==> src/rtl/lbist_pkg.sv <==
// Shared types, defaults and result-recording helper for the LBIST multi-channel controller.
package lbist_pkg;

  localparam int unsigned N_CH_DEF    = 4;
  localparam int unsigned CNT_W_DEF   = 12;
  localparam int unsigned RST_CYC_DEF = 2;
  localparam int unsigned TO_CYC_DEF  = 64;

  typedef enum logic [2:0] {
    S_IDLE,
    S_RESET,
    S_RUN,
    S_CMP,
    S_WAIT,
    S_DONE
  } state_t;

  // to_fi selects fi_ok_vec (1) or pass_vec (0); value is the bit to store.
  typedef struct packed {
    logic to_fi;
    logic value;
  } rec_t;

  // A timeout (no valid) records a failure in whichever vector is active.
  function automatic rec_t record_result(input logic fi_flag,
                                         input logic got_valid,
                                         input logic ora_pass);
    rec_t r;
    r.to_fi = fi_flag;
    if (!got_valid)
      r.value = 1'b0;
    else if (fi_flag)
      r.value = ~ora_pass;
    else
      r.value = ora_pass;
    return r;
  endfunction

endpackage

==> src/rtl/lbist_multi_controller_if.sv <==
// Request/result and TPG/FIC/ORA signal bundle of the LBIST multi-channel controller.
interface lbist_multi_controller_if
  import lbist_pkg::*;
#(
  parameter int unsigned N_CH  = N_CH_DEF,
  parameter int unsigned CNT_W = CNT_W_DEF
);
  localparam int unsigned CH_W = (N_CH > 1) ? $clog2(N_CH) : 1;

  logic             start;
  logic             mode_fi;
  logic [CNT_W-1:0] pat_count;
  logic             tpg_end;
  logic             ora_valid;
  logic             ora_pass;
  logic             cut_rst;
  logic             tpg_rst;
  logic             tpg_en;
  logic             fic_inj;
  logic             ora_cmp;
  logic [CH_W-1:0]  ch_sel;
  logic             busy;
  logic             done;
  logic [N_CH-1:0]  pass_vec;
  logic [N_CH-1:0]  fi_ok_vec;

  modport master (
    input  start, mode_fi, pat_count, tpg_end, ora_valid, ora_pass,
    output cut_rst, tpg_rst, tpg_en, fic_inj, ora_cmp, ch_sel,
           busy, done, pass_vec, fi_ok_vec
  );

  modport slave (
    output start, mode_fi, pat_count, tpg_end, ora_valid, ora_pass,
    input  cut_rst, tpg_rst, tpg_en, fic_inj, ora_cmp, ch_sel,
           busy, done, pass_vec, fi_ok_vec
  );

endinterface

==> src/rtl/lbist_phase_counter.sv <==
// Loadable down-counter with a terminal flag; stops at zero.
module lbist_phase_counter #(
  parameter int unsigned W = 4
) (
  input  logic         clk,
  input  logic         rst,
  input  logic         load,
  input  logic [W-1:0] load_val,
  input  logic         en,
  output logic         tc
);

  logic [W-1:0] cnt;

  // Load has priority over counting; never decrements past zero.
  always_ff @(posedge clk or posedge rst) begin
    if (rst)
      cnt <= '0;
    else if (load)
      cnt <= load_val;
    else if (en && (cnt != '0))
      cnt <= cnt - W'(1);
  end

  assign tc = (cnt == '0);

endmodule

==> src/rtl/lbist_multi_controller.sv <==
// LBIST sequencer: per channel resets CUT/TPG, runs patterns, strobes the ORA and records results.
module lbist_multi_controller
  import lbist_pkg::*;
#(
  parameter int unsigned N_CH    = N_CH_DEF,
  parameter int unsigned CNT_W   = CNT_W_DEF,
  parameter int unsigned RST_CYC = RST_CYC_DEF,
  parameter int unsigned TO_CYC  = TO_CYC_DEF,
  localparam int unsigned CH_W   = (N_CH > 1) ? $clog2(N_CH) : 1
) (
  input  logic                      clk,
  input  logic                      rst,
  lbist_multi_controller_if.master  bus
);

  localparam int unsigned RW = $clog2(RST_CYC + 1);
  localparam int unsigned TW = $clog2(TO_CYC + 1);
  localparam logic [RW-1:0]   RST_LOAD = RW'(RST_CYC - 1);
  localparam logic [TW-1:0]   TO_LOAD  = TW'(TO_CYC - 1);
  localparam logic [CH_W-1:0] LAST_CH  = CH_W'(N_CH - 1);

  state_t           state;
  logic             cut_rst, tpg_rst, tpg_en, fic_inj, ora_cmp, busy, done;
  logic [CH_W-1:0]  ch_sel;
  logic [N_CH-1:0]  pass_vec, fi_ok_vec;
  logic             fi_flag, mode_fi_l;
  logic [CNT_W-1:0] pat_lim, pat_cnt;
  logic             rst_tc, to_tc;
  rec_t             rec;

  // Counters reload continuously outside their phase, so they hold the full
  // count on the first cycle of RESET/WAIT without an explicit load strobe.
  lbist_phase_counter #(.W(RW)) u_rst_hold (
    .clk      (clk),
    .rst      (rst),
    .load     (state != S_RESET),
    .load_val (RST_LOAD),
    .en       (state == S_RESET),
    .tc       (rst_tc)
  );

  lbist_phase_counter #(.W(TW)) u_timeout (
    .clk      (clk),
    .rst      (rst),
    .load     (state != S_WAIT),
    .load_val (TO_LOAD),
    .en       (state == S_WAIT),
    .tc       (to_tc)
  );

  // Result to record when WAIT resolves (valid response or timeout).
  always_comb begin
    rec = record_result(fi_flag, bus.ora_valid, bus.ora_pass);
  end

  // Main sequencer; outputs are set on the edge that enters each state.
  always_ff @(posedge clk or posedge rst) begin
    if (rst) begin
      state     <= S_IDLE;
      cut_rst   <= 1'b1;
      tpg_rst   <= 1'b1;
      tpg_en    <= 1'b0;
      fic_inj   <= 1'b0;
      ora_cmp   <= 1'b0;
      ch_sel    <= '0;
      busy      <= 1'b0;
      done      <= 1'b0;
      pass_vec  <= '0;
      fi_ok_vec <= '0;
      fi_flag   <= 1'b0;
      mode_fi_l <= 1'b0;
      pat_lim   <= '0;
      pat_cnt   <= '0;
    end else begin
      done    <= 1'b0;
      ora_cmp <= 1'b0;
      unique case (state)
        S_IDLE: begin
          cut_rst <= 1'b0;
          tpg_rst <= 1'b0;
          if (bus.start) begin
            mode_fi_l <= bus.mode_fi;
            pat_lim   <= (bus.pat_count == '0) ? '0 : bus.pat_count - CNT_W'(1);
            pass_vec  <= '0;
            fi_ok_vec <= '0;
            ch_sel    <= '0;
            fi_flag   <= 1'b0;
            busy      <= 1'b1;
            cut_rst   <= 1'b1;
            tpg_rst   <= 1'b1;
            state     <= S_RESET;
          end
        end
        S_RESET: begin
          if (rst_tc) begin
            cut_rst <= 1'b0;
            tpg_rst <= 1'b0;
            tpg_en  <= 1'b1;
            fic_inj <= fi_flag;
            pat_cnt <= '0;
            state   <= S_RUN;
          end
        end
        S_RUN: begin
          if ((pat_cnt == pat_lim) || bus.tpg_end) begin
            tpg_en  <= 1'b0;
            fic_inj <= 1'b0;
            ora_cmp <= 1'b1;
            state   <= S_CMP;
          end else begin
            pat_cnt <= pat_cnt + CNT_W'(1);
          end
        end
        S_CMP: begin
          state <= S_WAIT;
        end
        S_WAIT: begin
          if (bus.ora_valid || to_tc) begin
            if (rec.to_fi)
              fi_ok_vec[ch_sel] <= rec.value;
            else
              pass_vec[ch_sel] <= rec.value;
            if (mode_fi_l && !fi_flag) begin
              fi_flag <= 1'b1;
              cut_rst <= 1'b1;
              tpg_rst <= 1'b1;
              state   <= S_RESET;
            end else begin
              fi_flag <= 1'b0;
              if (ch_sel == LAST_CH) begin
                done  <= 1'b1;
                state <= S_DONE;
              end else begin
                ch_sel  <= ch_sel + CH_W'(1);
                cut_rst <= 1'b1;
                tpg_rst <= 1'b1;
                state   <= S_RESET;
              end
            end
          end
        end
        S_DONE: begin
          busy  <= 1'b0;
          state <= S_IDLE;
        end
        default: state <= S_IDLE;
      endcase
    end
  end

  assign bus.cut_rst   = cut_rst;
  assign bus.tpg_rst   = tpg_rst;
  assign bus.tpg_en    = tpg_en;
  assign bus.fic_inj   = fic_inj;
  assign bus.ora_cmp   = ora_cmp;
  assign bus.ch_sel    = ch_sel;
  assign bus.busy      = busy;
  assign bus.done      = done;
  assign bus.pass_vec  = pass_vec;
  assign bus.fi_ok_vec = fi_ok_vec;

endmodule

==> src/flat_wrapper.sv <==
// flat-port wrapper written by rule: the top's interface ports become plain ports
module lbist_multi_controller_flat import lbist_pkg::*;
#(
  parameter int unsigned N_CH    = N_CH_DEF,
  parameter int unsigned CNT_W   = CNT_W_DEF,
  parameter int unsigned RST_CYC = RST_CYC_DEF,
  parameter int unsigned TO_CYC  = TO_CYC_DEF,
  localparam int unsigned CH_W   = (N_CH > 1) ? $clog2(N_CH) : 1
)
  (clk, rst, bus_start, bus_mode_fi, bus_pat_count, bus_tpg_end, bus_ora_valid, bus_ora_pass, bus_cut_rst, bus_tpg_rst, bus_tpg_en, bus_fic_inj, bus_ora_cmp, bus_ch_sel, bus_busy, bus_done, bus_pass_vec, bus_fi_ok_vec);
  lbist_multi_controller_if #(.N_CH(N_CH), .CNT_W(CNT_W)) bus_i ();
  input  logic clk;
  input  logic rst;
  input wire logic [$bits(bus_i.start)-1:0] bus_start;
  input wire logic [$bits(bus_i.mode_fi)-1:0] bus_mode_fi;
  input wire logic [$bits(bus_i.pat_count)-1:0] bus_pat_count;
  input wire logic [$bits(bus_i.tpg_end)-1:0] bus_tpg_end;
  input wire logic [$bits(bus_i.ora_valid)-1:0] bus_ora_valid;
  input wire logic [$bits(bus_i.ora_pass)-1:0] bus_ora_pass;
  output wire logic [$bits(bus_i.cut_rst)-1:0] bus_cut_rst;
  output wire logic [$bits(bus_i.tpg_rst)-1:0] bus_tpg_rst;
  output wire logic [$bits(bus_i.tpg_en)-1:0] bus_tpg_en;
  output wire logic [$bits(bus_i.fic_inj)-1:0] bus_fic_inj;
  output wire logic [$bits(bus_i.ora_cmp)-1:0] bus_ora_cmp;
  output wire logic [$bits(bus_i.ch_sel)-1:0] bus_ch_sel;
  output wire logic [$bits(bus_i.busy)-1:0] bus_busy;
  output wire logic [$bits(bus_i.done)-1:0] bus_done;
  output wire logic [$bits(bus_i.pass_vec)-1:0] bus_pass_vec;
  output wire logic [$bits(bus_i.fi_ok_vec)-1:0] bus_fi_ok_vec;
  assign bus_i.start = bus_start;
  assign bus_i.mode_fi = bus_mode_fi;
  assign bus_i.pat_count = bus_pat_count;
  assign bus_i.tpg_end = bus_tpg_end;
  assign bus_i.ora_valid = bus_ora_valid;
  assign bus_i.ora_pass = bus_ora_pass;
  assign bus_cut_rst = bus_i.cut_rst;
  assign bus_tpg_rst = bus_i.tpg_rst;
  assign bus_tpg_en = bus_i.tpg_en;
  assign bus_fic_inj = bus_i.fic_inj;
  assign bus_ora_cmp = bus_i.ora_cmp;
  assign bus_ch_sel = bus_i.ch_sel;
  assign bus_busy = bus_i.busy;
  assign bus_done = bus_i.done;
  assign bus_pass_vec = bus_i.pass_vec;
  assign bus_fi_ok_vec = bus_i.fi_ok_vec;
  lbist_multi_controller #(.N_CH(N_CH), .CNT_W(CNT_W), .RST_CYC(RST_CYC), .TO_CYC(TO_CYC)) u_core (.clk(clk), .rst(rst), .bus(bus_i));
endmodule
==> config.mk <==
export PLATFORM = sky130hd
export DESIGN_NAME = lbist_multi_controller_flat
export DESIGN_NICKNAME = d
export VERILOG_FILES = /design/src/rtl/lbist_pkg.sv /design/src/rtl/lbist_multi_controller_if.sv /design/src/rtl/lbist_phase_counter.sv /design/src/rtl/lbist_multi_controller.sv /design/src/flat_wrapper.sv
export SDC_FILE = /design/constraint.sdc
export NUM_CORES = 1
export LEC_CHECK = 0
export CORE_MARGIN = 2
export CORE_UTILIZATION = 32
export CTS_CLUSTER_DIAMETER = 120
export DETAILED_ROUTE_END_ITERATION = 10
export SYNTH_ARGS = -nofsm -noshare
export SYNTH_HDL_FRONTEND = slang
export SYNTH_SLANG_ARGS = --single-unit
==> constraint.sdc <==
create_clock -name clk -period 6.25 [get_ports clk]
set_input_delay 1.25 -clock clk [delete_from_list [all_inputs] [get_ports clk]]
set_output_delay 1.25 -clock clk [all_outputs]
set_load 0.005 [all_outputs]
**Yosys cells after proc, flatten, opt, wreduce, memory -nomap -nowiden**

Index checks and enable logic that the tools add are counted.

- Word-level logic and storage cells: 128
- Output and inout bits: 17
- Memories kept: 0
- Input bits: 19
- ROM bits: 0
- Memory bits (writable): 0
- Bits in latches: 0
- Register bits: 54

- Mux-type cells: 56
- $add $sub $neg: 5
- Div/mod/pow operators: 0
- Order comparisons: 2
- Shifts and indexed selects: 0
- Multiply operators: 0
- Reductions and logical operators: 29
- Equal/unequal tests: 19
- Bitwise gates (word level): 1

Operators by type and width:

| operator | count |
|---|---|
| 2-to-1 mux 12 bit | 3 |
| one-hot mux 12 bit (2 select lines) | 1 |
| 2-to-1 mux 1 bit | 21 |
| 2-to-1 mux 4 bit | 5 |
| 2-to-1 mux 3 bit | 6 |
| one-hot mux 4 bit (2 select lines) | 2 |
| AND reduction 4 bit | 4 |
| one-hot mux 3 bit (5 select lines) | 1 |
| 2-to-1 mux 7 bit | 2 |
| adder 12 x 1 -> 12 bit (second input constant) | 1 |
| == test 12 bit | 1 |
| logical NOT 12 bit | 1 |
| 2-to-1 mux 2 bit | 6 |
| nonzero test 2 bit | 6 |
| subtractor 12 x 1 -> 12 bit (second input constant) | 1 |
| inequality test 2 bit (second input constant) | 5 |
| AND reduction 3 bit | 3 |
| bitwise mux 4 bit | 2 |
| inequality test 2 x 1 -> 1 bit (second input constant) | 4 |
| one-hot mux 1 bit (2 select lines) | 4 |
| logical NOT 7 bit | 1 |
| nonzero test 7 bit | 1 |
| subtractor 7 x 1 -> 7 bit (second input constant) | 1 |
| == test 3 x 2 -> 1 bit (second input constant) | 2 |
| 22 further kinds | 28 |

**Longest topological paths before layout**

- Word-level depth: 8
- Gate-level depth with buffers: 8
- Depth with buffers taken out: 7

**By module**

Synthesis repeated with hierarchy kept, for this count alone.

- Cells, all modules: 355
- Area total of the unflattened synthesis: 3211.8 um2

By module, submodules not included:

| module | times used | sequential area each (um2) | area each (um2) | cells each |
|---|---|---|---|---|
| lbist_multi_controller | 1 | 1127.3 | 2572.5 | 284 |
| lbist_phase_counter (u_core.u_timeout) | 1 | 175.2 | 504.2 | 58 |
| lbist_phase_counter (u_core.u_rst_hold) | 1 | 50.0 | 135.1 | 13 |

**Least setup slack after synthesis**

OpenSTA, ideal clock, no wires.

- Kind: input port to flip-flop
- Start: input bus_pat_count[7]
- End: register u_core.pat_lim[3]
- Stages: 5
- Path buffers: 0
- Setup slack: 3.438 ns
- Setup time: 0.118 ns
- Arrival time: 2.694 ns
- Data required time: 6.132 ns
- Cells stage by stage: or4_4 > or4_1 > o21bai_2 > a21oi_1 > a21o_1

- Word-level cells in the longest chain between the ends: 2

Ends and longest elaborated chain:

| element | RTL line | text |
|---|---|---|
| start: declaration | flat_wrapper.sv:16 | `input wire logic [$bits(bus_i.pat_count)-1:0] bus_pat_count;` |
| logical NOT 12 bit | lbist_multi_controller.sv:83 | `pat_lim <= (bus.pat_count == '0) ? '0 : bus.pat_count - CNT_W'(1);` |
| 2-to-1 mux 12 bit | lbist_multi_controller.sv:83 |  |
| end signal: assignment | lbist_multi_controller.sv:83 |  |
| end: declaration | lbist_multi_controller.sv:27 | `logic [CNT_W-1:0] pat_lim, pat_cnt;` |

No other way between the ends.
A chain may end at the register's enable or synchronous reset.

**Final worst setup path**

- Start: input bus_pat_count[6]
- End: register u_core.pat_lim[3]

The elaborated chain is that of the path after synthesis.

==> impl_metrics.py <==
metrics = {
    "yosys": {
        "synthCells": 308,
        "synth_top_area_share_pct": 44.35,
        "syn_avg_cell_area_um2": 9.709,
        "synth_cell_types": 56,
        "ys_seq_area_share_pct": 45.23,
        "async_flop_share_pct": 100.0,
        "netlist_area_um2": 2990,
        "synth_warnings": 0,
        "ys_ff_latch": 54,
        "syn_nets": 337,
        "synth_common_cells": "dfrtp_1 (53), nand2_1 (45), o21ai_0 (26)",
        "synth_area_leaders": "dfrtp_1 (44%), nand2_1 (5.6%), xor2_1 (4.7%)",
        "synth-edff-count": 0,
        "synth_flop_cell": "dfrtp_1",
        "yosysTopAreaCell": "dfrtp_1",
        "post-synth-top-count-cell": "dfrtp_1",
    },
    "cts": {
        "post_cts_resized": 0,
        "clk_path_buf_depth": 2,
        "cts_tree": "done",
        "cts.sinks": 54,
        "cts_setup_buffers": 0,
        "clk_pin_slew_worst_paths_ns": 0.09,
        "cts_hold_buf": 0,
        "cts-buffers-inserted": 5,
        "clock_latency_ns": 0.31,
        "htree_num_levels": 2,
        "cts-root-buf": "clkbuf_8",
    },
    "pwr": {
        "finalPower_uw": 1087,
        "p_per_area_nw_per_um2": 307.3,
        "max-vdd-ir-drop_v": 0.0001211,
        "p_leak_uw": 0.001589,
    },
    "worst_setup_path": {
        "start_kind": "input port",
        "arrival_ns": 3.32,
        "crit_start": "bus_pat_count[6]",
        "r2r-start": "u_core.pat_cnt[2]",
        "critPathCapture": "u_core.pat_lim[3]",
        "r2r_cells": 5,
        "end_kind": "flip-flop",
        "regToRegSetupSlack_ns": 3.75,
        "critPathMaxFanout": 10,
        "crit_required_ns": 6.45,
        "reg2reg_to": "u_core.pat_cnt[0]",
        "critPathKind": "in -> reg",
    },
    "global_routing": {
        "grtUsageTotal_pct": 12.94,
        "grt_pass1_vias": 2232,
        "grt_pass1_wl_um": 10570,
        "antenna_found_initial": 0,
        "grt_max_degree": 55,
        "grt-ovfl-total": 0,
    },
    "floorplan": {
        "die_h_um": 100.7,
        "rows": 35,
        "die_area_um2": 10130,
        "start_util_pct": 32.67,
        "dieWidth_um": 100.7,
        "core-area_um2": 9153,
        "io_pins": 36,
    },
    "run": {
        "cap_violations": 0,
    },
    "drt": {
        "drt-pass1-iter-count": 4,
        "drc": 0,
        "route.detailed.wl_per_inst_um": 13.97,
        "route.vias.total": 2304,
        "drt_iter0_drc": 142,
        "viasPerCell": 5.097,
        "ant_nets": 0,
        "routed_wl_um": 6316,
    },
    "timing": {
        "final.min_clock_period_ns": 3.114,
        "fin_skew_ns": 0.009753,
        "min_period_over_period_pct": 49.82,
        "finalSetupViolations": 0,
        "timing.final.ws_setup_ns": 3.136,
        "final-hold-violation-count": 0,
        "slew_headroom_pct": 33.22,
        "max_freq_mhz": 321.1,
        "whs_ns": 0.5021,
        "grt_setup_unrepaired": "false",
        "setup_tns_ns": 0,
        "drv_slew": 0,
        "tightest_slew_ns": 1.002,
    },
    "final_layout": {
        "fin_cells": 452,
        "num-nets-final": 369,
        "nFillCells": 906,
        "drive_above_1_share_pct": 6.158,
        "n_antenna_cell": 0,
        "seqCellArea_um2": 1353,
        "multiInputGateArea_um2": 1544,
        "area_growth_pct": 18.28,
    },
    "hold_path": {
        "holdCritPathClass": "reg -> reg",
    },
    "place": {
        "place_inst": 444,
        "dp_hpwl_um": 4591,
        "place_congestion": 0.7484,
        "dpl_worst_slack_ns": 2.827,
        "port_buffers": 35,
    },
    "outcome": {
        "outcome": "complete, no violations",
    },
}
-- power by group --
part	internal [uW]	switching (uW)
Clock	120	113
Combinational	162	187
Sequential	426	79.5
Total	708	379
-- worst min-delay path by stage --
stage                     slack, ns  cells after the start                      to                   start
final                          0.50                      1      u_core.bus.fic_inj      u_core.bus.fic_inj
after global routing           0.53                      1      u_core.bus.fic_inj      u_core.bus.fic_inj
after CTS                      0.51                      2       u_core.pat_lim[5]       u_core.pat_lim[5]
after detailed placement       0.49                      1  u_core.bus.pass_vec[0]  u_core.bus.pass_vec[0]
after global placement         0.48                      1      u_core.bus.fic_inj      u_core.bus.fic_inj
after floorplan                0.47                      2       u_core.pat_lim[0]       u_core.pat_lim[0]
-- area by class of cell --
type / count / area share (%)
multi-input combinational: 233 / 43.65
sequential: 54 / 38.24
timing repair buffer: 36 / 10.12
tap: 111 / 3.926
clock buffer: 7 / 2.158
inverter: 10 / 1.061
clock inverter: 1 / 0.8490
-- layout by cell type, fill, tap and decap left out, drive strengths merged, types with 4 or more instances in the layout --
master	n
a221o	6
nor4	6
inv	10
nor3b	6
clkdlybuf4s50	35
xnor2	8
ha	10
nor3	6
a22o	6
dfrtp	53
and3	7
o21ai	27
a211o	7
nor2	19
nand2	45
clkbuf	7
nand3	6
nor2b	5
mux2	4
a21oi	11
xor2	16
-- sequential cells by signal, indices dropped and copies added, names as in the netlist, 2 cells and up --
register,flops
u_core.bus.ch_sel,2
u_core.bus.fi_ok_vec,4
u_core.bus.pass_vec,4
u_core.pat_cnt,12
u_core.pat_lim,12
u_core.state,3
u_core.u_rst_hold.cnt,2
u_core.u_timeout.cnt,7
-- metrics by stage --
step	cell area, um^2	util, %
after floorplan	2990	-
after global placement	3431	37.48
after detailed placement	3431	37.48
after CTS	3537	38.65
after global routing	3537	38.65
final	3537	38.65
-- worst max-delay path, cell delays in order --
cell	delay [ns]
clkdlybuf4s50_1	0.46
or4_4	0.56
or4_1	0.47
o21bai_2	0.34
a21oi_1	0.08
a21o_1	0.16
-- cell families after synthesis --
logic type | Yosys count | synth area share, %
and+or+nand+nor | 119 | 20.71
AOI/OAI and AO/OA | 74 | 17.53
DFF | 54 | 45.23
xor gates and xnor gates | 24 | 7.029
buffers and inverters | 21 | 3.138
adders and majority gates | 10 | 4.184
muxes | 6 | 2.176
-- layer usage --
metal	up-vias	wire length (um)	track usage, %	share of wire [%]
li1	1161	-	-	-
met5	-	0	0	0
met4	0	51	4.320	0.81
met1	1106	3188	17.94	50
met3	8	163	2.358	2.6
met2	29	2913	20.41	46
Power figures use the tool's default switching activity.
